**src/rtl/pcs_rx_cmd_decoder.sv**
```systemverilog
// PCS receive command decoder: SYNC-prefixed BEACON/COMMIT/HEARTBEAT detection plus heartbeat watchdog.
// Latency 1 beat to rx_cmd/rx_cmd_new; no backpressure (invalid beats hold state). Stats via RX_CMD_STATS_EN.
module pcs_rx_cmd_decoder #(
    parameter int         SYNC_MIN      = 2,
    parameter int         HB_TIMEOUT    = 4000,
    parameter logic [4:0] SYM_SYNC      = 5'b11000,
    parameter logic [4:0] SYM_BEACON    = 5'b01000,
    parameter logic [4:0] SYM_COMMIT    = 5'b10001,
    parameter logic [4:0] SYM_HEARTBEAT = 5'b00100
) (
    input  logic        clk,
    input  logic        pcs_reset,
    input  logic [4:0]  rx_sym,
    input  logic        rx_sym_valid,
    input  logic        hb_mon_en,
    output logic [1:0]  rx_cmd,
    output logic        rx_cmd_new,
    output logic        hb_lost,
    output logic [15:0] beacon_cnt,
    output logic [15:0] commit_cnt,
    output logic [15:0] heartbeat_cnt
);

    localparam int                    HB_CNT_W   = $clog2(HB_TIMEOUT + 1);
    localparam logic [HB_CNT_W-1:0]   HB_MAX     = HB_CNT_W'(HB_TIMEOUT);
    localparam logic [HB_CNT_W-1:0]   HB_ONE     = HB_CNT_W'(1);
    localparam logic [2:0]            SYNC_MIN_L = 3'(SYNC_MIN);

    localparam logic [1:0] CMD_BEACON    = 2'b00;
    localparam logic [1:0] CMD_COMMIT    = 2'b01;
    localparam logic [1:0] CMD_HEARTBEAT = 2'b10;
    localparam logic [1:0] CMD_NONE      = 2'b11;

    typedef enum logic [1:0] {
        ST_IDLE    = 2'd0,
        ST_SYNCING = 2'd1,
        ST_ACTIVE  = 2'd2
    } state_t;

    state_t              state_q, state_d;
    logic [2:0]          sync_cnt_q, sync_cnt_d;
    logic [1:0]          rx_cmd_q, rx_cmd_d;
    logic                rx_cmd_new_q, rx_cmd_new_d;
    logic [HB_CNT_W-1:0] hb_cnt_q, hb_cnt_d;
    logic                hb_lost_q, hb_lost_d;

    logic                is_sync;
    logic                is_cmd;
    logic [1:0]          sym_cmd;
    logic                cmd_load;
    logic                hb_latch;

    always_comb begin
        is_sync = (rx_sym == SYM_SYNC);
        is_cmd  = 1'b1;
        sym_cmd = CMD_NONE;
        if (rx_sym == SYM_BEACON) begin
            sym_cmd = CMD_BEACON;
        end else if (rx_sym == SYM_COMMIT) begin
            sym_cmd = CMD_COMMIT;
        end else if (rx_sym == SYM_HEARTBEAT) begin
            sym_cmd = CMD_HEARTBEAT;
        end else begin
            is_cmd = 1'b0;
        end
    end

    always_comb begin
        state_d      = state_q;
        sync_cnt_d   = sync_cnt_q;
        rx_cmd_d     = rx_cmd_q;
        rx_cmd_new_d = 1'b0;
        cmd_load     = 1'b0;
        if (rx_sym_valid) begin
            case (state_q)
                ST_IDLE: begin
                    if (is_sync) begin
                        state_d    = ST_SYNCING;
                        sync_cnt_d = 3'd1;
                    end
                end
                ST_SYNCING: begin
                    if (is_sync) begin
                        sync_cnt_d = (sync_cnt_q == 3'd7) ? 3'd7 : sync_cnt_q + 3'd1;
                    end else if (is_cmd && (sync_cnt_q >= SYNC_MIN_L)) begin
                        state_d    = ST_ACTIVE;
                        sync_cnt_d = 3'd0;
                        cmd_load   = 1'b1;
                    end else begin
                        state_d    = ST_IDLE;
                        sync_cnt_d = 3'd0;
                    end
                end
                ST_ACTIVE: begin
                    // SYNC and a repeat of the current command both keep the command held
                    if (is_cmd) begin
                        cmd_load = (sym_cmd != rx_cmd_q);
                    end else if (!is_sync) begin
                        state_d    = ST_IDLE;
                        sync_cnt_d = 3'd0;
                        rx_cmd_d   = CMD_NONE;
                    end
                end
                default: begin
                    state_d    = ST_IDLE;
                    sync_cnt_d = 3'd0;
                    rx_cmd_d   = CMD_NONE;
                end
            endcase
        end
        if (cmd_load) begin
            rx_cmd_d     = sym_cmd;
            rx_cmd_new_d = 1'b1;
        end
    end

    assign hb_latch = cmd_load && (sym_cmd == CMD_HEARTBEAT);

    // A HEARTBEAT latch beats a timeout landing on the same beat
    always_comb begin
        hb_cnt_d  = hb_cnt_q;
        hb_lost_d = hb_lost_q;
        if (!hb_mon_en) begin
            hb_cnt_d  = '0;
            hb_lost_d = 1'b0;
        end else if (rx_sym_valid) begin
            if (hb_latch) begin
                hb_cnt_d  = '0;
                hb_lost_d = 1'b0;
            end else if (hb_cnt_q != HB_MAX) begin
                hb_cnt_d = hb_cnt_q + HB_ONE;
                if (hb_cnt_q + HB_ONE == HB_MAX) begin
                    hb_lost_d = 1'b1;
                end
            end
        end
    end

    always_ff @(posedge clk) begin
        if (pcs_reset) begin
            state_q      <= ST_IDLE;
            sync_cnt_q   <= 3'd0;
            rx_cmd_q     <= CMD_NONE;
            rx_cmd_new_q <= 1'b0;
            hb_cnt_q     <= '0;
            hb_lost_q    <= 1'b0;
        end else begin
            state_q      <= state_d;
            sync_cnt_q   <= sync_cnt_d;
            rx_cmd_q     <= rx_cmd_d;
            rx_cmd_new_q <= rx_cmd_new_d;
            hb_cnt_q     <= hb_cnt_d;
            hb_lost_q    <= hb_lost_d;
        end
    end

    assign rx_cmd     = rx_cmd_q;
    assign rx_cmd_new = rx_cmd_new_q;
    assign hb_lost    = hb_lost_q;

`ifdef RX_CMD_STATS_EN
    logic [15:0] beacon_cnt_q, beacon_cnt_d;
    logic [15:0] commit_cnt_q, commit_cnt_d;
    logic [15:0] heartbeat_cnt_q, heartbeat_cnt_d;

    // Counters step alongside the rx_cmd_new pulse they account for
    always_comb begin
        beacon_cnt_d    = beacon_cnt_q;
        commit_cnt_d    = commit_cnt_q;
        heartbeat_cnt_d = heartbeat_cnt_q;
        if (rx_cmd_new_d) begin
            case (rx_cmd_d)
                CMD_BEACON:    if (beacon_cnt_q != 16'hFFFF) beacon_cnt_d = beacon_cnt_q + 16'd1;
                CMD_COMMIT:    if (commit_cnt_q != 16'hFFFF) commit_cnt_d = commit_cnt_q + 16'd1;
                CMD_HEARTBEAT: if (heartbeat_cnt_q != 16'hFFFF) heartbeat_cnt_d = heartbeat_cnt_q + 16'd1;
                default: ;
            endcase
        end
    end

    always_ff @(posedge clk) begin
        if (pcs_reset) begin
            beacon_cnt_q    <= 16'd0;
            commit_cnt_q    <= 16'd0;
            heartbeat_cnt_q <= 16'd0;
        end else begin
            beacon_cnt_q    <= beacon_cnt_d;
            commit_cnt_q    <= commit_cnt_d;
            heartbeat_cnt_q <= heartbeat_cnt_d;
        end
    end

    assign beacon_cnt    = beacon_cnt_q;
    assign commit_cnt    = commit_cnt_q;
    assign heartbeat_cnt = heartbeat_cnt_q;
`else
    assign beacon_cnt    = 16'd0;
    assign commit_cnt    = 16'd0;
    assign heartbeat_cnt = 16'd0;
`endif

endmodule

```
**config.mk**
```make
export PLATFORM = sky130hd
export DESIGN_NAME = pcs_rx_cmd_decoder
export DESIGN_NICKNAME = d
export VERILOG_FILES = /design/src/rtl/pcs_rx_cmd_decoder.sv
export SDC_FILE = /design/constraint.sdc
export NUM_CORES = 1
export LEC_CHECK = 0
export CAP_MARGIN = 5
export CORE_MARGIN = 2
export CORE_UTILIZATION = 45
export CTS_CLUSTER_SIZE = 40
export DETAILED_ROUTE_END_ITERATION = 16
export PLACE_DENSITY_LB_ADDON = 0.2
export SYNTH_ARGS = -nofsm -noshare
export SYNTH_HDL_FRONTEND = slang
export SYNTH_SLANG_ARGS = --single-unit
```
**constraint.sdc**
```tcl
create_clock -name clk -period 2.32 [get_ports clk]
set_input_delay 0.464 -clock clk [delete_from_list [all_inputs] [get_ports clk]]
set_output_delay 0.464 -clock clk [all_outputs]
set_load 0.01 [all_outputs]
```
Word level (Yosys, flattened, before mapping)
Index checks and enable logic that the tools add are counted.
- add/sub/neg operators: 2
- magnitude comparators: 1
- equal/unequal tests: 18
- multiplexer cells: 34
- bitwise operators: 1
- reductions and logical operators: 13
- operator list (kind ; count):
    $mux 12 ; 2
    $mux 2 ; 11
    $mux 3 ; 5
    $add 12x1->12 const B ; 1
    $eq 12x12->1 const B ; 1
    $mux 1 ; 12
    $ne 12x12->1 const B ; 1
    $eq 5x5->1 const B ; 2
    $pmux 3 s3 ; 1
    $ne 2x2->1 const B ; 4
    $reduce_and 4->1 ; 2
    $ne 3x3->1 const B ; 2
    $pmux 2 s3 ; 1
    $reduce_bool 2->1 ; 3
    $eq 5x3->1 const B ; 1
    $eq 5x4->1 const B ; 1
    $reduce_and 5->1 ; 1
    $eq 2x2->1 const B ; 2
    $pmux 2 s2 ; 1
    $reduce_or 2->1 ; 2
    $add 3x1->3 const B ; 1
    $eq 3x3->1 const B ; 1
    $ge 3x2->1 const B ; 1
    $reduce_and 3->1 ; 1
    8 further kinds ; 9
- register bits: 21
- logic and storage cells: 75

Longest topological paths before layout
- word-level depth: 12
- gate-level depth with buffers: 9
- depth with buffers taken out: 8

Least setup slack after synthesis
Ideal clock, no wire load.
- path type: in2reg
- start: in rx_sym[2]
- end: reg hb_lost_q, in the netlist hb_lost
- library setup time: 0.115 ns
- data arrival time: 1.892 ns
- required time: 2.205 ns
- slack: 0.313 ns
- cell stages on the path: 7
- path through: xnor2_1 > or3_1 > a2111o_1 > o22ai_2 > a211o_2 > buf_6 > nor2_1
- word-level cells in the longest chain between the ends: 12
- RTL lines (what ; line ; text):
    from (decl) ; 13 ; input logic [4:0] rx_sym,
    $eq 5x3->1 ; 61 ; end else if (rx_sym == SYM_HEARTBEAT) begin
    $mux 1 ; 61 ;
    $mux 1 ; 59 ; end else if (rx_sym == SYM_COMMIT) begin
    $mux 1 ; 57 ; if (rx_sym == SYM_BEACON) begin
    $logic_and 1x1->1 ; 85 ; end else if (is_cmd && (sync_cnt_q >= SYNC_MIN_L)) begin
    $mux 1 ; 85 ;
    $mux 1 ; 83 ; if (is_sync) begin
    $pmux 1 s2 ; 75 ; case (state_q)
    $mux 1 ; 74 ; if (rx_sym_valid) begin
    $logic_and 1x1->1 (*) ; 117 ; assign hb_latch = cmd_load && (sym_cmd == CMD_HEARTBEAT);
    $reduce_bool 2->1 (no source line) ; -- ;
    $reduce_and 3->1 (no source line) ; -- ;
    to (signal assigned) ; 153 ; hb_lost_q <= hb_lost_d;
    to (decl) ; 45 ; logic hb_lost_q, hb_lost_d;
Every way passes the cells marked *; elsewhere a longest branch is shown, timed or not.
A chain may end at the register's enable or synchronous reset.

Final worst setup path
- start: in rx_sym[0]
- end: reg rx_cmd_q[1], in the netlist rx_cmd[1]
- word-level cells in the longest chain between the ends: 11
- RTL lines (what ; line ; text):
    $eq 5x3->1 ; 61 ;
    $mux 1 ; 61 ;
    $mux 1 ; 59 ;
    $mux 1 ; 57 ;
    $logic_and 1x1->1 ; 85 ;
    $mux 1 ; 85 ;
    $mux 1 ; 83 ;
    $pmux 1 s2 ; 75 ;
    $mux 1 ; 74 ;
    $ne 3x3->1 (no source line), or another cell as far along ; -- ;
    $reduce_and 4->1 (no source line) ; -- ;
    to (signal assigned) ; 150 ; rx_cmd_q <= rx_cmd_d;
    to (decl) ; 42 ; logic [1:0] rx_cmd_q, rx_cmd_d;
Parallel ways exist; a longest one is shown, timed or not.

==> impl_metrics.ini <==
[outcome]
outcome = finished, final reports clean

[detailed_routing]
vias_per_cell = 4.72
wl_per_cell_um = 11.0
drt-total-wl_mm = 3.16
first_iter_violations = 53
post-route-drc-count = 0
vias = 1355
postRouteAntennaNets = 0
drtPass1Iterations = 4

[placed_design]
dp_slack_ns = -0.260
place_area_um2 = 1770
portBuffers = 12
dp_hpwl_mm = 2.28
place_congestion = 0.779
dp_cells = 282

[critical_path]
cp_data_arrival_time_ns = 2.38
rr_startpoint = hb_cnt_q[2]
timing.rr.end = hb_lost
rr_worst_depth = 6
cp-end-kind = register
worstPathMaxFanout = 5
worstPathRequired_ns = 2.51
crit_type = in2reg
reg2reg_slack_ns = 0.48
cp-start-kind = input pin

[cts]
clock_path_buffers = 2
post_cts_buffers = 0
ctsHoldBuffers = 0
cts_sinks = 21
cts.clk_slew.worst_paths_ns = 0.08
cts_buffers = 3
htree_levels = 1
cts_tree = yes
ctsResizeCount = 0
cts-root-buf = clkbuf_8
insertion_delay_ns = 0.26

[global_routing]
grt_use_total = 0.144
grt_max_degree = 14
overflow = 0
first_global_vias = 1100
grt_first_pass_wirelength_mm = 4.72
antenna_found_initial = 0

[flow_run]
maxCapViolations = 0

[timing]
period_minus_slack_ns = 2.19
report.final.slew_viol_count = 0
rsz0062_at_grt = false
max_freq_mhz = 457
finalWorstSetupSlack_ns = 0.133
fin_worst_skew_ns = 0.00629
slew_headroom = 0.653
finalSetupViolations = 0
period_share = 0.943
whs_ns = 0.489
hold_viol = 0
tightest_slew_ns = 0.516

[cells_and_area]
syn2layout_area_growth_pct = 12.8
final_common_cell = conb_1
final_cell_mix = conb_1, nor2_1, dfxtp_1, buf_4
finalNonFillerCells = 287
fin_area_um2 = 1870
nets = 255
fin_util = 0.518
insertedDiodeCount = 0
drive_above_1_share = 0.138

[die]
die_h_um = 64.7
die_w_um = 64.7
start_util = 0.460
ios = 61
row_count = 22
core_um2 = 3610
dieArea_um2 = 4190

[synth]
synth-seq-cells = 21
yosysTopAreaCellShare = 0.254
yosys.area.top_type = dfxtp_1
ys_seq_area_frac = 0.254
synthCells = 210
synth_edf_count = 0
ys_warn_count = 0
postSynth.asyncResetShare = 0
syn_area_per_cell_um2 = 7.89
syn_area_um2 = 1660
yosys.cell_types.count = 45
synthTopCellsByArea = dfxtp_1, buf_4, nor2_1, ha_1, xnor2_1
synth_flop_cell = dfxtp_1

[power]
p_seq_frac = 0.497
pwr-share-clk = 0.331
powerDensity_nw_per_um2 = 395
comb_power_share = 0.173
leakage_uw = 0.000765
switchingPower_uw = 207
p_int_uw = 531
swShare = 0.280
peakVddDrop_mv = 0.187

[min_path]
hold_path_depth = 2
hp-class = reg2reg
worstHoldStart = state_q[1]
min_to = state_q[1]
[through the flow]
step,total power (µW),TNS [ns]
4_1_cts,738,0
3_5_place_dp,493,-4.03
5_1_grt,779,0
3_3_place_gp,495,-4.08
6_report,738,0
2_1_floorplan,504,0
[state kept, by name (all words and copies together) (netlist names)]
| register | cells |
|---|---|
| hb_cnt_q | 12 |
| hb_lost | 1 |
| rx_cmd | 2 |
| state_q | 2 |
| sync_cnt_q | 3 |
| rx_cmd_new | 1 |
[kinds of logic (layout without fill, tap and decap cells)]
group | Yosys count | in the layout | synth area share
flops | 21 | 21 | 0.254
buf+inv | 64 | 45 | 0.258
xor+xnor | 12 | 12 | 0.0634
fa+ha+maj | 6 | 6 | 0.0453
other cells | 1 | 48 | 0.00226
simple gates | 70 | 70 | 0.216
mux | 3 | 3 | 0.0189
compound gates | 33 | 34 | 0.143
[synth_stat cells (2+ instances only)]
library cell	number
a211oi_1	2
a21oi_1	9
buf_4	48
clkbuf_1	5
dfxtp_1	21
ha_1	6
inv_1	10
mux2i_1	2
nand2_1	10
nand2b_1	2
nand3_1	7
nand4_1	8
nor2_1	21
nor2b_1	2
nor3_1	8
nor3b_1	2
nor4_1	3
o21ai_0	3
o31ai_1	4
or3_1	2
xnor2_1	6
xor2_1	6
[power by group through the flow]
stage                     registers (µW)  logic (µW)  clock network (µW)
after floorplan                      374         130                   0
after CTS                            366         120                 252
after detailed placement             375         119                   0
after global placement               375         120                   0
after global routing                 367         140                 272
final                                366         127                 244
[how the worst max path moves through the flow]
stage	slack (ns)	startpoint	to	depth (start not counted)
final	0.13	rx_sym[0]	rx_cmd[1]	9
after global routing	0.01	rx_sym[0]	hb_cnt_q[8]	8
after CTS	0.02	rx_sym[3]	hb_cnt_q[8]	8
after detailed placement	-0.26	rx_sym[3]	hb_cnt_q[8]	8
after floorplan	0.31	rx_sym[2]	hb_lost	7
after global placement	-0.24	rx_sym[4]	state_q[1]	7
[final cells by class]
type	instances	area [µm²]
Fill cell	384	1740
Multi-Input combinational cell	173	1040
Sequential cell	21	420
Timing Repair Buffer	31	268
Tap cell	48	60.1
Clock buffer	3	41.3
Inverter	10	37.5
Clock inverter	1	5.00
[metal layers]
layer / up-vias / routed length [µm] / share of wire / GRT usage
met2: 37 / 1470 / 0.46 / 0.243
met1: 614 / 1530 / 0.48 / 0.181
met3: 5 / 114 / 0.036 / 0.0208
met4: 0 / 47 / 0.015 / 0.0638
met5: - / 0 / 0 / 0
li1: 699 / - / - / -
[critical path: stages]
cell and delay [ns]:
clkdlybuf4s50_1 0.55, buf_4 0.14, nor2b_1 0.05, o2bb2ai_2 0.14, a2111o_1 0.45, o22ai_4 0.21
buf_4 0.17, nor4_1 0.05, a41oi_1 0.15
Power figures use the tool's default switching activity.
